===== src/rtl/ttc3_cmd_host.sv =====
// rtl/ttc3_cmd_host.sv - host byte-stream to root-of-trust command bridge (optional timeout: TTC3_CMD_TIMEOUT_EN)
module ttc3_cmd_host #(
  parameter int TIMEOUT_CYCLES = 1024
) (
  input  logic         clock,
  input  logic         reset,
  input  logic         in_valid,
  input  logic [7:0]   in_data,
  output logic         in_ready,
  output logic         out_valid,
  output logic [7:0]   out_data,
  input  logic         out_ready,
  output logic         cmd_valid,
  output logic [2:0]   cmd_op,
  output logic [511:0] cmd_data,
  input  logic         cmd_ready,
  input  logic         cmd_done,
  input  logic         resp_valid,
  input  logic [511:0] resp_data,
  output logic         busy
);

  localparam logic [2:0] S_IDLE      = 3'd0;
  localparam logic [2:0] S_LOAD      = 3'd1;
  localparam logic [2:0] S_ISSUE     = 3'd2;
  localparam logic [2:0] S_WAIT_RESP = 3'd3;
  localparam logic [2:0] S_SEND_STAT = 3'd4;
  localparam logic [2:0] S_SEND_DATA = 3'd5;

  logic [2:0]   r_state;
  logic [5:0]   r_cnt;
  logic [5:0]   r_plast;
  logic [5:0]   r_rlen;
  logic [2:0]   r_cmd_op;
  logic [511:0] r_cmd_data;
  logic [511:0] r_resp;
  logic [7:0]   r_out_data;

  logic         w_in_acc;
  logic         w_out_acc;
  logic [5:0]   w_cnt_inc;
  logic [2:0]   w_hdr_op;

  // cmd_done carries no control meaning here; the response pulse alone drives capture
  logic w_unused_done;
  assign w_unused_done = cmd_done;

  // Last payload byte index per opcode (only meaningful when the opcode has a payload)
  function automatic logic [5:0] f_plast(input logic [2:0] op);
    case (op)
      3'b010:  f_plast = 6'd63;
      3'b011:  f_plast = 6'd31;
      3'b100:  f_plast = 6'd31;
      default: f_plast = 6'd0;
    endcase
  endfunction

  function automatic logic f_has_pay(input logic [2:0] op);
    f_has_pay = (op == 3'b010) || (op == 3'b011) || (op == 3'b100);
  endfunction

  // Response byte count per opcode
  function automatic logic [5:0] f_rlen(input logic [2:0] op);
    case (op)
      3'b001:  f_rlen = 6'd16;
      3'b010:  f_rlen = 6'd32;
      3'b011:  f_rlen = 6'd32;
      3'b100:  f_rlen = 6'd16;
      3'b101:  f_rlen = 6'd32;
      default: f_rlen = 6'd0;
    endcase
  endfunction

  // Gated by reset so the host sees in_ready low for the whole reset window
  assign in_ready  = ~reset & ((r_state == S_IDLE) || (r_state == S_LOAD));
  assign out_valid = (r_state == S_SEND_STAT) || (r_state == S_SEND_DATA);
  assign cmd_valid = (r_state == S_ISSUE);
  assign busy      = (r_state != S_IDLE);
  assign out_data  = r_out_data;
  assign cmd_op    = r_cmd_op;
  assign cmd_data  = r_cmd_data;

  assign w_in_acc  = in_valid & in_ready;
  assign w_out_acc = out_valid & out_ready;
  assign w_cnt_inc = r_cnt + 6'd1;
  assign w_hdr_op  = in_data[2:0];

`ifdef TTC3_CMD_TIMEOUT_EN
  localparam int TW = $clog2(TIMEOUT_CYCLES + 1);
  logic [TW-1:0] r_tmo;

  // Cycles spent in WAIT_RESP; cleared whenever the bridge is elsewhere
  always_ff @(posedge clock or posedge reset) begin
    if (reset)
      r_tmo <= '0;
    else if (r_state == S_WAIT_RESP && !resp_valid)
      r_tmo <= r_tmo + 1'b1;
    else
      r_tmo <= '0;
  end

  logic w_tmo_hit;
  assign w_tmo_hit = (r_tmo == TW'(TIMEOUT_CYCLES - 1));
`else
  localparam int unused_tmo_cycles = TIMEOUT_CYCLES;
`endif

  // Frame sequencing: header decode, payload load, command handshake, response streaming
  always_ff @(posedge clock or posedge reset) begin
    if (reset) begin
      r_state    <= S_IDLE;
      r_cnt      <= 6'd0;
      r_plast    <= 6'd0;
      r_rlen     <= 6'd0;
      r_cmd_op   <= 3'd0;
      r_cmd_data <= '0;
      r_resp     <= '0;
      r_out_data <= 8'd0;
    end else begin
      case (r_state)
        S_IDLE: begin
          if (w_in_acc) begin
            case (w_hdr_op)
              3'b000: begin
                r_state <= S_IDLE;
              end
              3'b110, 3'b111: begin
                r_rlen     <= 6'd0;
                r_out_data <= 8'h01;
                r_state    <= S_SEND_STAT;
              end
              default: begin
                r_cmd_data <= '0;
                r_cmd_op   <= w_hdr_op;
                r_plast    <= f_plast(w_hdr_op);
                r_rlen     <= f_rlen(w_hdr_op);
                r_cnt      <= 6'd0;
                r_state    <= f_has_pay(w_hdr_op) ? S_LOAD : S_ISSUE;
              end
            endcase
          end
        end
        S_LOAD: begin
          if (w_in_acc) begin
            r_cmd_data[{r_cnt, 3'b000} +: 8] <= in_data;
            if (r_cnt == r_plast) begin
              r_cnt   <= 6'd0;
              r_state <= S_ISSUE;
            end else begin
              r_cnt <= w_cnt_inc;
            end
          end
        end
        S_ISSUE: begin
          if (cmd_ready)
            r_state <= S_WAIT_RESP;
        end
        S_WAIT_RESP: begin
          if (resp_valid) begin
            r_resp     <= resp_data;
            r_out_data <= 8'h00;
            r_state    <= S_SEND_STAT;
          end
`ifdef TTC3_CMD_TIMEOUT_EN
          else if (w_tmo_hit) begin
            r_rlen     <= 6'd0;
            r_out_data <= 8'hEE;
            r_state    <= S_SEND_STAT;
          end
`endif
        end
        S_SEND_STAT: begin
          if (w_out_acc) begin
            if (r_rlen != 6'd0) begin
              r_cnt      <= 6'd0;
              r_out_data <= r_resp[7:0];
              r_state    <= S_SEND_DATA;
            end else begin
              r_out_data <= 8'h00;
              r_resp     <= '0;
              r_state    <= S_IDLE;
            end
          end
        end
        S_SEND_DATA: begin
          if (w_out_acc) begin
            if (r_cnt == r_rlen - 6'd1) begin
              r_cnt      <= 6'd0;
              r_out_data <= 8'h00;
              r_resp     <= '0;
              r_state    <= S_IDLE;
            end else begin
              r_cnt      <= w_cnt_inc;
              r_out_data <= r_resp[{w_cnt_inc, 3'b000} +: 8];
            end
          end
        end
        default: begin
          r_state <= S_IDLE;
        end
      endcase
    end
  end

endmodule

===== config.mk =====
export PLATFORM = sky130hd
export DESIGN_NAME = ttc3_cmd_host
export DESIGN_NICKNAME = d
export VERILOG_FILES = /design/src/rtl/ttc3_cmd_host.sv
export SDC_FILE = /design/constraint.sdc
export NUM_CORES = 2
export LEC_CHECK = 0
export ABC_AREA = 1
export BUFFER_PORTS_ARGS = -buffer_cell sky130_fd_sc_hd__buf_4
export CAP_MARGIN = 20
export CORE_AREA = 2 2 405 407
export DETAILED_ROUTE_END_ITERATION = 10
export DIE_AREA = 0 0 407 409
export PLACE_DENSITY = 0.46
export SLEW_MARGIN = 10
export SYNTH_ARGS = -nofsm -noshare
export SYNTH_HDL_FRONTEND = slang
export SYNTH_SLANG_ARGS = --single-unit

===== constraint.sdc =====
create_clock -name clock -period 84 [get_ports clock]
set_input_delay 12.6 -clock clock [delete_from_list [all_inputs] [get_ports clock]]
set_output_delay 12.6 -clock clock [all_outputs]
set_load 0.005 [all_outputs]

==> impl_results.md <==
* Outcome: complete, no violations
* Post-layout util at 0.378
* Max Fanout on Critical Path at 3
* Minimum clock period at 25,710 ps
* Routed len/inst at 24.6 um
* Die X at 407 um
* Full die area at 166,000 um^2
* GRT Overall Usage at 0.258
* Core ar. at 162,000 um^2
* Nets at 7,199
* Multi-input logic area at 17,400 um^2
* Syn Nets at 6,314
* RSZ-0062 raised after global routing: false
* Syn Std Cell Area at 47,400 um^2
* Total congestion overflow at 0
* Max Fclk at 0.0389 GHz
* Num rows at 148
* Filler Cells Inserted at 17,105
* Static Leak at 0.0297 uW
* CTS sink count at 1,048
* Register area share after synthesis at 0.554
* DR DRC count at 0
* CTS Buf Count at 131
* Max_slew headroom at 0.186
* Flops & latches, synth at 1,048
* Antenna-violating nets left at 0
* Crit-path leading delay family: buffers and inverters
* CP Capture Type: output port
* # IOs at 1,054
* H-tree depth at 4
* Max incr delay on CP at 190 ps
* Commonest non-fill, non-tap cells in the layout: 1,488 x nand2_1, 1,102 x buf_4, 1,047 x dfrtp_1, 930 x nand3_1, 861 x o21ai_0
* Synth Area per Inst at 8.19 um^2
* Flip-flop and latch area at 26,200 um^2
* Critical path, cell by cell: buf_4 > nor2_2 > buf_4
* Netlist cell types at 42
* Startpoint types: primary input
* Routed WL at 220,000 um
* Root buf cell: clkbuf_16
* First-pass GRT wire length at 314,000 um
* Hpwl dp at 157,000 um
* Initial core utilization at 0.292
* WHS Path Cells at 2
* # Post-CTS Setup Buffers at 0
* Hold Fails Final Rpt at 0
* Skew final at 24.7 ps
* Clk slew on worst S/H paths at 60 ps
* Bufs and invs on worst path at 2
* DRT iter0 DRCs at 3,721
* Ratio of cells with drive above 1 in the final layout at 0.202
* Fin crit share at 0.306
* Final-report setup violation count at 0
* Arr. time, crit path at 13,110 ps
* Levels on crit path at 3
* Via count at 44,150
* Post-synthesis cell count at 5,782
* Final RePlAce weighted congestion at 0.859
* Slew Viols, Final at 0
* Number of global-route vias before repair at 43,499
* Fin Setup TNS at 0 ps
* Largest net degree at the start of global routing at 296
* Initial antenna violation count at 60
* Worst min path class: reg -> reg
* CTS-repair resized insts at 0
* Average vias per placed instance at 4.94
* EDFF count, synth at 0
* YS warnings at 0
* CP required at 71,400 ps
* Most used cell, CP: buf_4
* Die H at 409 um
* Slew @ Worst Pin at 1220 ps
* CP max-delay cell: buf_4
* Deepest clock path buffer count at 3
* Clock Latency Late Sink at 770 ps
* Kind of critical path: in -> out
* VDD IR max at 0.0000322 V
* Hold buffer count at cts at 0
* Reg2reg path depth at 13
* Ys async rst share at 1.00
* Synthesis-to-layout area growth at 29.5%
* Main synth FF type: dfrtp_1
* Max Cap Viol at 0
* Drt first pass iters at 5
* Number of port buffers at 1,052
* CTS tree: built
* Pwr Density at 32.2 nW/um^2
* Commonest non-fill, non-tap cell in the layout: nand2_1
## worst paths after layout
kind	to	from	slack (ps)
setup / recovery	in_ready	reset	58290
hold / removal	cmd_data[113]	cmd_data[113]	470
setup reg to reg	r_resp[465]	r_state[2]	77940
hold reg to reg	cmd_data[113]	cmd_data[113]	470
max in group asynchronous	r_resp[88]	reset	68260
min in group asynchronous	cmd_data[288]	reset	11970
## power by group
part           internal (uW)  switching, uW  leakage (uW)
combinational            201            542        0.0139
clock                    318            236       0.00200
sequential               632           44.6        0.0138
total                   1150            823        0.0297
## cell families after synthesis
group / Yosys count / share of synthesized area
AO/OA/AOI/OAI: 1093 / 0.119
adder cells (fa/ha/maj): 5 / 0.00132
XOR/XNOR: 8 / 0.00148
flip-flops: 1048 / 0.554
multiplexers: 1 / 0.000211
buffers and inverters: 972 / 0.0795
AND/OR/NAND/NOR: 2655 / 0.245
## sequential cells by signal, summed over array words and instances, names as in the netlist
register,count
cmd_data,512
r_resp,512
out_data,8
r_cnt,6
cmd_op,3
r_state,3
r_plast,2
r_rlen,2
## layer usage
| layer | GRT usage | share of wire | vias up |
|---|---|---|---|
| met2 | 0.440 | 0.49 | 1382 |
| li1 | - | - | 20686 |
| met5 | 0 | 0.0018 | - |
| met1 | 0.313 | 0.40 | 21693 |
| met3 | 0.0655 | 0.070 | 329 |
| met4 | 0.0934 | 0.035 | 60 |
## worst register-to-register path, cell delays in order, from the launching register on
cell,delay [ps]
dfrtp_1,390
inv_1,130
nor2_4,90
inv_8,520
nor2_1,360
nor2_1,270
nand4_4,120
buf_4,350
inv_8,690
buf_12,720
buf_4,1100
buf_4,690
nand3_1,350
o21ai_0,150
## metrics by stage
step                      cell area [um^2]  setup WS [ps]  hold slack (ps)  std cells  total power, uW
after detailed placement             57100          58310              461       8709             1440
after global placement               57100          58330              457       8709             1430
after global routing                 61300          58290              495       8942             2110
after CTS                            61300          58310              475       8927             2000
final                                61300          58290              473       8946             1970
after floorplan                      47400          41880              448       5782             1160
## cell type report
class,instances,share of cell area
diodes,19,0.000775
clock buffers,193,0.0614
well taps,2175,0.0444
multi-input cells,3762,0.284
flip-flops and latches,1048,0.428
repair buffers,1109,0.137
clock inverters,25,0.00590
inverters,615,0.0382
## Yosys cell counts (37+ instances only)
master	instances	area share
dfrtp_1	1048	0.55
o211ai_1	57	0.0090
inv_1	597	0.047
buf_1	56	0.0044
nor2_1	111	0.0088
nand3_1	930	0.098
nand4_1	37	0.0049
o21ai_1	135	0.014
o21ai_0	861	0.091
nand2_1	1491	0.12
buf_2	62	0.0066
clkbuf_1	232	0.018
No activity file was read; power rests on OpenSTA's default activity.
